<file path="config.mk">
export PLATFORM = sky130hd
export DESIGN_NAME = seq_detector_param
export DESIGN_NICKNAME = d
export VERILOG_FILES = /design/src/rtl/seq_detector_param.sv
export SDC_FILE = /design/constraint.sdc
export NUM_CORES = 1
export LEC_CHECK = 0
export CORE_AREA = 2 2 62 69
export CTS_CLUSTER_DIAMETER = 50
export DETAILED_ROUTE_END_ITERATION = 8
export DIE_AREA = 0 0 64 71
export GPL_ROUTABILITY_DRIVEN = 0
export GPL_TIMING_DRIVEN = 0
export PLACE_DENSITY = 0.73
export SYNTH_ARGS = -nofsm -noshare
export SYNTH_HDL_FRONTEND = slang
export SYNTH_SLANG_ARGS = --single-unit
</file>
<file path="constraint.sdc">
create_clock -name clk -period 3 [get_ports clk]
set_input_delay 0.6 -clock clk [delete_from_list [all_inputs] [get_ports clk]]
set_output_delay 0.6 -clock clk [all_outputs]
set_load 0.03 [all_outputs]
</file>
<file path="src/rtl/seq_detector_param.sv">
// Runtime-programmable serial pattern detector.
// Matches a 1..MAX_LEN bit pattern on a qualified bit stream. Supports overlapping or
// non-overlapping matches, Mealy or Moore output timing, and a saturating match counter.
module seq_detector_param #(
  parameter int unsigned        MAX_LEN     = 8,
  parameter int unsigned        LW          = 4,
  parameter int unsigned        CNT_W       = 8,
  parameter logic [MAX_LEN-1:0] DEFAULT_PAT = 8'b0000_1011,
  parameter int unsigned        DEFAULT_LEN = 4
) (
  input  logic               clk,
  input  logic               reset_n,
  input  logic               din_valid,
  input  logic               din,
  input  logic               pat_load,
  input  logic [MAX_LEN-1:0] pat_in,
  input  logic [LW-1:0]      len_in,
  input  logic               overlap_en,
  input  logic               moore_mode,
  input  logic               clr_cnt,
  output logic               dout,
  output logic [CNT_W-1:0]   match_cnt
);

  localparam logic [LW-1:0] MaxLenW = LW'(MAX_LEN);
  localparam logic [LW-1:0] DefLenW = LW'(DEFAULT_LEN);

  logic [MAX_LEN-1:0] pat_q;
  logic [LW-1:0]      len_q;
  // The oldest history bit can never take part in a match because the compare window
  // already includes the incoming bit, so only MAX_LEN-1 past bits are stored.
  logic [MAX_LEN-2:0] hist_q;
  logic [LW-1:0]      fill_q;
  logic               match_q;
  logic [CNT_W-1:0]   cnt_q;

  logic [MAX_LEN-1:0] window;
  logic [MAX_LEN-1:0] len_mask;
  logic               fill_ok;
  logic               match;
  logic [LW-1:0]      fill_inc;
  logic [LW-1:0]      len_load;

  // Raw match: incoming bit plus stored history compared against the low len pattern bits.
  always_comb begin
    window = {hist_q, din};
    len_mask = '0;
    for (int unsigned i = 0; i < MAX_LEN; i++) begin
      len_mask[i] = (i < 32'(len_q));
    end
    // len_q is never zero, so len_q - 1 cannot wrap.
    fill_ok  = (fill_q >= (len_q - LW'(1)));
    match    = din_valid & ~pat_load & fill_ok & (((window ^ pat_q) & len_mask) == '0);
    fill_inc = (fill_q >= len_q) ? len_q : fill_q + LW'(1);
    len_load = ((len_in == '0) || (len_in > MaxLenW)) ? MaxLenW : len_in;
  end

  // Pattern registers, bit history and fill count.
  always_ff @(posedge clk or negedge reset_n) begin
    if (!reset_n) begin
      pat_q  <= DEFAULT_PAT;
      len_q  <= DefLenW;
      hist_q <= '0;
      fill_q <= '0;
    end else if (pat_load) begin
      pat_q  <= pat_in;
      len_q  <= len_load;
      fill_q <= '0;
    end else if (din_valid) begin
      hist_q <= window[MAX_LEN-2:0];
      fill_q <= (match && !overlap_en) ? '0 : fill_inc;
    end
  end

  // Registered match for Moore timing; a pattern load cancels any pending pulse.
  always_ff @(posedge clk or negedge reset_n) begin
    if (!reset_n) begin
      match_q <= 1'b0;
    end else if (pat_load) begin
      match_q <= 1'b0;
    end else begin
      match_q <= match;
    end
  end

  // Saturating match counter; clear wins over a simultaneous match.
  always_ff @(posedge clk or negedge reset_n) begin
    if (!reset_n) begin
      cnt_q <= '0;
    end else if (clr_cnt) begin
      cnt_q <= '0;
    end else if (match && (cnt_q != '1)) begin
      cnt_q <= cnt_q + CNT_W'(1);
    end
  end

  // Output select; gated by reset so a Mealy output also drops while reset is held.
  always_comb begin
    dout = reset_n & (moore_mode ? match_q : match);
  end

  assign match_cnt = cnt_q;

endmodule

</file>
=== Word-level counts from Yosys, hierarchy flattened ===
Cells that the tools add are included.

* Output and inout port bits: 9
* Input port bits: 20
* Flip-flop bits (word level): 32
* Word-level logic and storage cells: 46

* Mux-type cells: 9
* Reduce and logical (&&, ||, !) cells: 9
* $lt $le $gt $ge: 11
* Bitwise gates (word level): 7
* Add/sub/neg operators: 3
* Eq/ne operators: 1

{| class="wikitable"
|+ Operators by type and width
! kind !! count
|-
| two-way mux 4 bit || 5
|-
| less-than comparator 3 x 4 -> 1 bit, first input constant || 4
|-
| two-way mux 8 bit || 2
|-
| adder 8 x 1 -> 8 bit, second input constant || 1
|-
| bitwise AND 8 bit || 1
|-
| greater-or-equal comparator 4 bit || 2
|-
| zero test 8 bit || 1
|-
| less-than comparator 1 x 4 -> 1 bit, first input constant || 2
|-
| less-than comparator 2 x 4 -> 1 bit, first input constant || 2
|-
| inequality test 8 bit, second input constant || 1
|-
| bitwise XOR 8 bit || 1
|-
| adder 4 x 1 -> 4 bit, second input constant || 1
|-
| bitwise AND 1 bit || 4
|-
| > comparator 4 bit, second input constant || 1
|-
| zero test 4 bit || 1
|-
| nonzero test 2 bit || 2
|-
| subtractor 4 x 1 -> 4 bit, second input constant || 1
|-
| logical AND 1 bit || 2
|-
| two-way mux 1 bit || 2
|-
| AND reduction 2 bit || 1
|-
| zero test 1 bit || 1
|-
| logical OR 1 bit || 1
|-
| inverter 1 bit || 1
|}

=== Depth between registers and ports, before layout ===
* Depth after elaboration: 8
* Depth in mapped cells: 11
* Mapped depth without buffers: 10

=== Worst setup path after synthesis ===
Ideal clock, no wire load.

* Path type: flip-flop to output port
* Start: reg len_q[0]
* End: out dout
* Slack: 0.237 ns
* Arrival time: 2.163 ns
* Required time: 2.400 ns
* Cell stages (with the launch flop): 9
* Path through: dfrtp_1 > inv_1 > ha_1 > ha_1 > a2111oi_0 > a211oi_1 > nand2_1 > o31ai_1 > and2_1

* Cells in the longest elaborated chain, start to end: 6

{| class="wikitable"
|+ Ends and longest elaborated chain
! what !! RTL line !! RTL
|-
| start, declared || 29 || <nowiki>logic [LW-1:0] len_q;</nowiki>
|-
| start signal, assigned || 62 || <nowiki>len_q <= DefLenW;</nowiki>
|-
| start signal, assigned || 67 || <nowiki>len_q <= len_load;</nowiki>
|-
| subtractor 4 x 1 -> 4 bit (tied with other cells) || 52 || <nowiki>fill_ok = (fill_q >= (len_q - LW'(1)));</nowiki>
|-
| greater-or-equal comparator 4 bit / bitwise AND 8 bit (equally long branches) || 52, 53 ||
|-
| bitwise AND 1 bit / zero test 8 bit (equally long branches) || 53 || <nowiki>match = din_valid & ~pat_load & fill_ok & (((window ^ pat_q) & len_mask) == '0);</nowiki>
|-
| bitwise AND 1 bit (*) || 53 ||
|-
| two-way mux 1 bit (*) || 99 || <nowiki>dout = reset_n & (moore_mode ? match_q : match);</nowiki>
|-
| bitwise AND 1 bit (*) || 99 ||
|-
| end, declared || 21 || <nowiki>output logic dout,</nowiki>
|}

Every way passes the cells marked *; elsewhere a longest branch is shown, timed or not.

=== Worst setup path after layout ===
* Start: reg len_q[1]
* End: out dout

The elaborated chain is that of the path after synthesis.

==> run_results.csv <==
group,metric,value,unit
status,status,"finished, violations left",
status,violations,"negative setup slack",
floorplan,fp.coreArea,0.00387,mm²
global_route,grt_first_pass_wirelength,7250,µm
timing,report.final.slew_viol_count,0,
critical_path,crit_family,"simple AND/OR/NAND/NOR gates",
floorplan,pin_count,29,
synth,synth.most_common_cell,"dfrtp_1",
hold_path,hp-class,"in -> async",
timing,period_needed,3020,ps
layout,utilization,0.617,
placed_design,placed_cells,254,
synth,async_flop_share,1.00,
timing,final-setup-viol-count,1,
synth,yosys-top-cells-count,"dfrtp_1, ha_1, nor2_1",
route,vias,1529,
timing,hold_viol,0,
synth,synthMuxAreaShare,0.102,
layout,area_growth,29.1,%
floorplan,placementRows,24,
route,routedWlPerCell,15.4,µm
critical_path,cp-start-kind,"flip-flop",
floorplan,die_y,71,µm
critical_path,crit_top_cell,"buf_6",
clocking,cts_root_buf,"clkbuf_8",
layout,fill_cells,309,
clocking,cts_tree,"done",
critical_path,slowest_stage,"dfrtp_1",
clocking,clockBufferDepth,2,
route,wirelength,4110,µm
synth,synthTopCellsByArea,"dfrtp_1, ha_1, dfstp_2, mux2_2, mux2_1",
critical_path,cp.required,2400,ps
layout,drive_above_1_share,0.200,
critical_path,crit_path_end_kind,"primary output",
global_route,antenna_found_initial,0,
clocking,worstSkewPairLatency,290,ps
placed_design,port_buffers,27,
clocking,clk_pin_slew,70,ps
placed_design,place_ws,-554,ps
synth,synthFlopType,"dfrtp_1",
timing,fmax,332,MHz
route,first_iter_violations,103,
synth,synth_top_family_by_area,"simple AND/OR/NAND/NOR gates",
critical_path,r2r_cells,11,
timing,worst_slack,-15.8,ps
critical_path,criticalPathCategory,"reg -> out",
critical_path,crit_path_max_incr_delay,400,ps
timing,fin_skew,6.14,ps
synth,ys_ff_latch,32,
synth,yosysWarningCount,0,
synth,syn_area,0.00185,mm²
route,route.detailed.drc,0,
synth,synth.largest_area_cell,"dfrtp_1",
clocking,cts-htree-levels,2,
clocking,cts_buffers,5,
timing,fin_crit_sh,1.01,
layout,fin_nets,247,
timing,worstMarginPinSlew,992,ps
critical_path,crit_fanout,4,
layout,layout.cells.non_filler,267,
synth,syn_nets,208,
job,drv_cap,0,
floorplan,start_util,0.478,
critical_path,timing.rr.start,"len_q[1]",
pwr,power_leakage,0.988,nW
timing,rsz0062_at_grt,"true",
synth,seq_area_frac_synth,0.435,
synth,synth.distinct_cells,41,
global_route,grt_use_total,0.206,
synth,synthXorXnorAreaFrac,0.0568,
synth,synthAdderAreaFrac,0.0879,
synth,yosys.area_share.simple,0.149,
global_route,grt_max_degree,34,
synth,syn_area_per_cell,10.6,µm²
critical_path,cp_cell_sequence,"buf_6 > ha_2 > or3_1 > a222oi_1 > and4_4 > nand2_2 > o31ai_1 > and2_1 > buf_6",
route,firstDrtPassIters,4,
critical_path,crit_arrival,2420,ps
global_route,grt_pass1_vias,1620,
critical_path,critPathLaunch,"len_q[1]",
timing,maxSlewHeadroom,0.334,
layout,diodes,0,
critical_path,worst-path-stages,9,
synth,synth_edf_count,0,
route,via_per_inst,5.73,
global_route,grt-ovfl-total,0,
synth,synth_compound_area_frac,0.129,
synth,netlist_instances,175,
route,drtAntennaViolNets,0,
floorplan,dieArea,0.00454,mm²
floorplan,fp.dieW,64,µm
timing,fin_tns_setup,-15.8,ps
synth,synth_top_cell_area_share,0.379,
pwr,peakVddDrop,0.376,mV
critical_path,critPathBufInv,2,
placed_design,hpwl,2970,µm
clocking,cts.sinks,32,
clocking,cts_hold_buf,0,
pwr,p_per_area,557,mW/mm²
-- cell usage in the layout (no fill, tap or decap), types with 2 or more instances in the layout --
cell             netlist  layout
a21o_1                 2       2
a21oi_1                7       7
buf_1                  2       2
buf_2                  1       2
buf_4                  0       4
buf_6                  2       4
clkbuf_1               2       2
clkbuf_8               0       7
clkdlybuf4s50_1        0      25
dfrtp_1               28      27
dfstp_2                4       4
ha_1                  13      10
ha_2                   0       3
inv_1                  8       7
mux2_1                 7       7
mux2_2                 8       8
mux2i_1                2       2
nand2_1                9       8
nand2b_1               2       2
nand3_1                4       4
nand3b_1               4       4
nand4_1                2       2
nor2_1                10      10
nor2b_1                2       2
nor3_1                 4       3
nor3b_1                2       2
o21ai_0                7       7
o21ai_1                5       5
o31ai_1                5       5
or3_1                  3       3
or4_1                  4       4
xnor2_1                5       5
xor2_1                 7       7
-- per-layer routing --
layer / up-vias / wire length [µm] / share of wire / track usage
met1: 761 / 1630 / 0.40 / 0.227
met5: - / 0 / 0 / 0
met2: 42 / 2190 / 0.53 / 0.361
li1: 716 / - / - / -
met4: 0 / 90 / 0.022 / 0.0894
met3: 10 / 202 / 0.049 / 0.0652
-- area by class of cell --
class,instances,area [µm²],share of cell area
buffer,7,42.5,0.0178
clock buffer,7,96.3,0.0403
clock inverter,1,30.0,0.0126
inverter,8,30.0,0.0126
multi-input combinational,128,1010,0.423
sequential,32,807,0.338
tap,52,65.1,0.0272
timing repair buffer,32,308,0.129
-- timing repair --
action,in CTS,in global routing
setup endpoints to repair,1,1
cloned,0,0
setup buffers,5,0
resized for setup,17,2
pin swaps,1,1
-- sequential cells by signal, summed over array words and instances, names as in the netlist --
name,count
match_q,1
len_q,4
match_cnt,8
pat_q,8
hist_q,7
fill_q,4
-- power by group --
part / switching [mW] / leakage (nW) / internal (mW)
clock network: 0.158 / 0.0645 / 0.293
registers: 0.0568 / 0.401 / 0.495
logic: 0.160 / 0.523 / 0.169
total: 0.375 / 0.988 / 0.956
-- worst paths after layout --
path / endpoint / slack, ps
min in group clk: pat_q[2] / 530
max in group asynchronous: len_q[0] / 2120
worst max register to register: match_cnt[4] / 260
worst min-delay path: len_q[0] / 370
worst max-delay path: dout / -20
worst min register to register: pat_q[2] / 530
-- kinds of logic after synthesis --
kind of cell,after synthesis
compound gates,36
xor+xnor,12
simple gates,50
flops,32
buf+inv,15
mux,17
fa+ha+maj,13
-- through the flow --
stage          hold slack, ps  instance area (µm²)  power (mW)
2_1_floorplan             304                 1850       0.746
3_5_place_dp              519                 2180       0.840
5_1_grt                   424                 2390        1.41
3_3_place_gp              503                 2190       0.820
6_report                  373                 2390        1.33
4_1_cts                   405                 2380        1.33
Power figures use the tool's default switching activity.
==> RTL change (same flow settings) <==
`DEFAULT_PAT`: 8'b0000_1011 -> 8'b00000101.
--- a/src/rtl/seq_detector_param.sv
+++ b/src/rtl/seq_detector_param.sv
@@ -6,5 +6,5 @@
   parameter int unsigned        LW          = 4,
   parameter int unsigned        CNT_W       = 8,
-  parameter logic [MAX_LEN-1:0] DEFAULT_PAT = 8'b0000_1011,
+  parameter logic [MAX_LEN-1:0] DEFAULT_PAT = 8'b00000101,
   parameter int unsigned        DEFAULT_LEN = 4
 ) (
Behaviour: not the same (a bounded check fails within 4 cycles, from zero or initial values and one cycle with reset_n low).
==> RTL change against the original RTL <==
  * The run still ends with negative setup slack left
  * Routed wire length decreased by 0.90%
  * Combinational power about the same
  * Via count decreased by 2.7%
  * Register-to-register slack improved by 0.03 ns
  * Area after synthesis about the same
  * Utilization increased by 0.45 points
  * Synthesized cell count unchanged
  * Clock skew increased by 0.0024 ns
  * First-iteration DRC count decreased by 14%
  * Total power increased by 0.40%
  * Worst setup slack got worse by 0.030 ns
  * Sequential cell count unchanged
  * Final area increased by 0.73%
  * Largest power group unchanged
  * Highest routed layer unchanged
==> RTL change: results (changes against the original RTL) <==
synthesis:
  synth_compound_area_share_pct: 12.9  # about the same
  synth.area.mux_share_pct: 10.2  # about the same
  synthArstFlopShare_pct: 100  # unchanged
  yosysUniqueCellTypes: 41  # unchanged
  syn_nets: 208  # unchanged
  synthAdderAreaFrac_pct: 8.80  # about the same
  ys_top_cells_by_area: "dfrtp_1, ha_1, mux2_2"
  synthTopCellsByCount: "dfrtp_1, ha_1, nor2_1"
  yosysWarningCount: 0  # unchanged
  synthXorXnorAreaFrac_pct: 5.68  # about the same
  ys_seq_area_share_pct: 43.5  # about the same
global_routing:
  antenna_found_initial: 0  # unchanged
  grt_pass1_vias: 1497  # -7.6%
  track_usage_pct: 19.1  # -1.5 points
  grt_max_degree: 34  # unchanged
  grt_first_pass_wirelength_mm: 6.76  # -6.7%
timing:
  finalSetupViolations: 1  # unchanged
  finalWorstSetupSlack_ns: -0.0458  # -0.0300 ns
  skew_ns: 0.00851  # +0.00236 ns
  worstMarginPinSlew_ns: 0.994  # +0.00232 ns
setup_path:
  crit_fanout: 5  # +1
  r2r-start: "len_q[1]"
  r2r_setup_slack_ns: 0.29  # +0.03 ns
  critPathLaunch: "len_q[0]"
  required_ns: 2.40  # about the same
placement:
  io_buffers: 27  # unchanged
  hpwl_mm: 2.87  # -3.4%
  placed_cell_area_um2: 2180  # about the same
  dp_slack_ns: -0.504  # +0.0509 ns
layout:
  drive_above_1_share_pct: 20.3  # +0.28 points
  nNetsFinal: 249  # +0.81%
  diodes: 0  # unchanged
routing:
  viasPerCell: 5.53  # -3.5%
  first_pass_iters: 4  # unchanged
  drt_iter0_drc: 89  # -14%
  detail_route.wl_per_cell_um: 15.2  # -1.6%
power_and_ir_drop:
  vdd_drop_max_v: 0.000351  # -6.6%
  p_leak_nw: 0.999  # +1.1%
outcome:
  violations: "negative setup slack"
  status: "finished with violations"
clocking:
  tritoncts.num_buffers: 5  # unchanged
  clk_pin_slew_ns: 0.07  # about the same
  htree_levels: 2  # unchanged
  clkLatencyLatePin_ns: 0.29  # about the same
  cts_root_buf: "clkbuf_8"
  clk_path_buf_depth: 2  # unchanged
hold_path:
  hp-class: "in2async"
## RTL change: cell types whose count changed in the layout (fill, tap and decap cells not counted)
| cell | unedited run | this run |
|---|---|---|
| buf_4 | 4 | 7 |
| buf_6 | 4 | 3 |
| dfrtp_1 | 27 | 28 |
| dfstp_2 | 4 | 3 |
| ha_2 | 3 | 2 |
| ha_4 | 0 | 1 |
| inv_1 | 7 | 6 |
| inv_2 | 1 | 2 |
| nand2_1 | 8 | 9 |
| nand2_2 | 1 | 0 |
## RTL change: where the power goes
part | total [mW] | internal [mW] | switching, mW | leakage (nW)
Sequential | 0.551 | 0.494 | 0.0571 | 0.402
Combinational | 0.330 | 0.170 | 0.160 | 0.532
Clock | 0.456 | 0.293 | 0.163 | 0.0645
Total | 1.34 | 0.956 | 0.381 | 0.999
## RTL change: worst max-delay path, cell delays in order, from the launching register on
cell and delay [ns]:
dfrtp_2 0.45, ha_2 0.20, or3_1 0.31, a222oi_1 0.34
and4_4 0.29, nand2_1 0.07, o31ai_1 0.18, and2_1 0.17
buf_6 0.13
## RTL change: area by class of cell
type	instances	area, um2
fillers	318	1470
multi-input cells	128	1020
flip-flops and latches	32	806
repair buffers	34	319
clock buffers	7	96.3
well taps	52	65.1
plain buffers	7	42.5
clock inverters	1	30.0
inverters	8	30.0
## RTL change: cells by family (layout without fill, tap and decap cells)
logic type,after synthesis,after routing
AO/OA/AOI/OAI,36,36
XOR/XNOR,12,12
adder cells (fa/ha/maj),13,13
buffers and inverters,15,57
flip-flops,32,32
multiplexers,17,17
AND/OR/NAND/NOR,50,50
## RTL change: repair_timing
item,in CTS,in global routing
buffers inserted,4,3
resized for setup,17,2
setup endpoints to repair,1,1
pin swaps,3,2
## RTL change: stage by stage
step	std cells	hold WS [ns]	TNS, ns	total power [mW]
6_report	269	0.347	-0.0458	1.34
5_1_grt	269	0.406	-0.154	1.41
4_1_cts	266	0.382	-0.0445	1.32
3_5_place_dp	254	0.524	-0.504	0.840
3_3_place_gp	254	0.504	-0.621	0.819
2_1_floorplan	175	0.304	0	0.745
## RTL change: final timing paths
path                                endpoint  cells after the start
min in group clk                    pat_q[6]                      1
max in group asynchronous           len_q[0]                      1
worst max register to register  match_cnt[6]                     11
worst max-delay path                    dout                      8
worst min-delay path               fill_q[2]                      1
worst min register to register      pat_q[6]                      1
## RTL change: routing by layer
| metal | routed length [um] | global-route usage (%) |
|---|---|---|
| met5 | 0 | 0 |
| met4 | 93 | 7.73 |
| met3 | 236 | 4.77 |
| met2 | 2120 | 32.8 |
| met1 | 1620 | 22.9 |
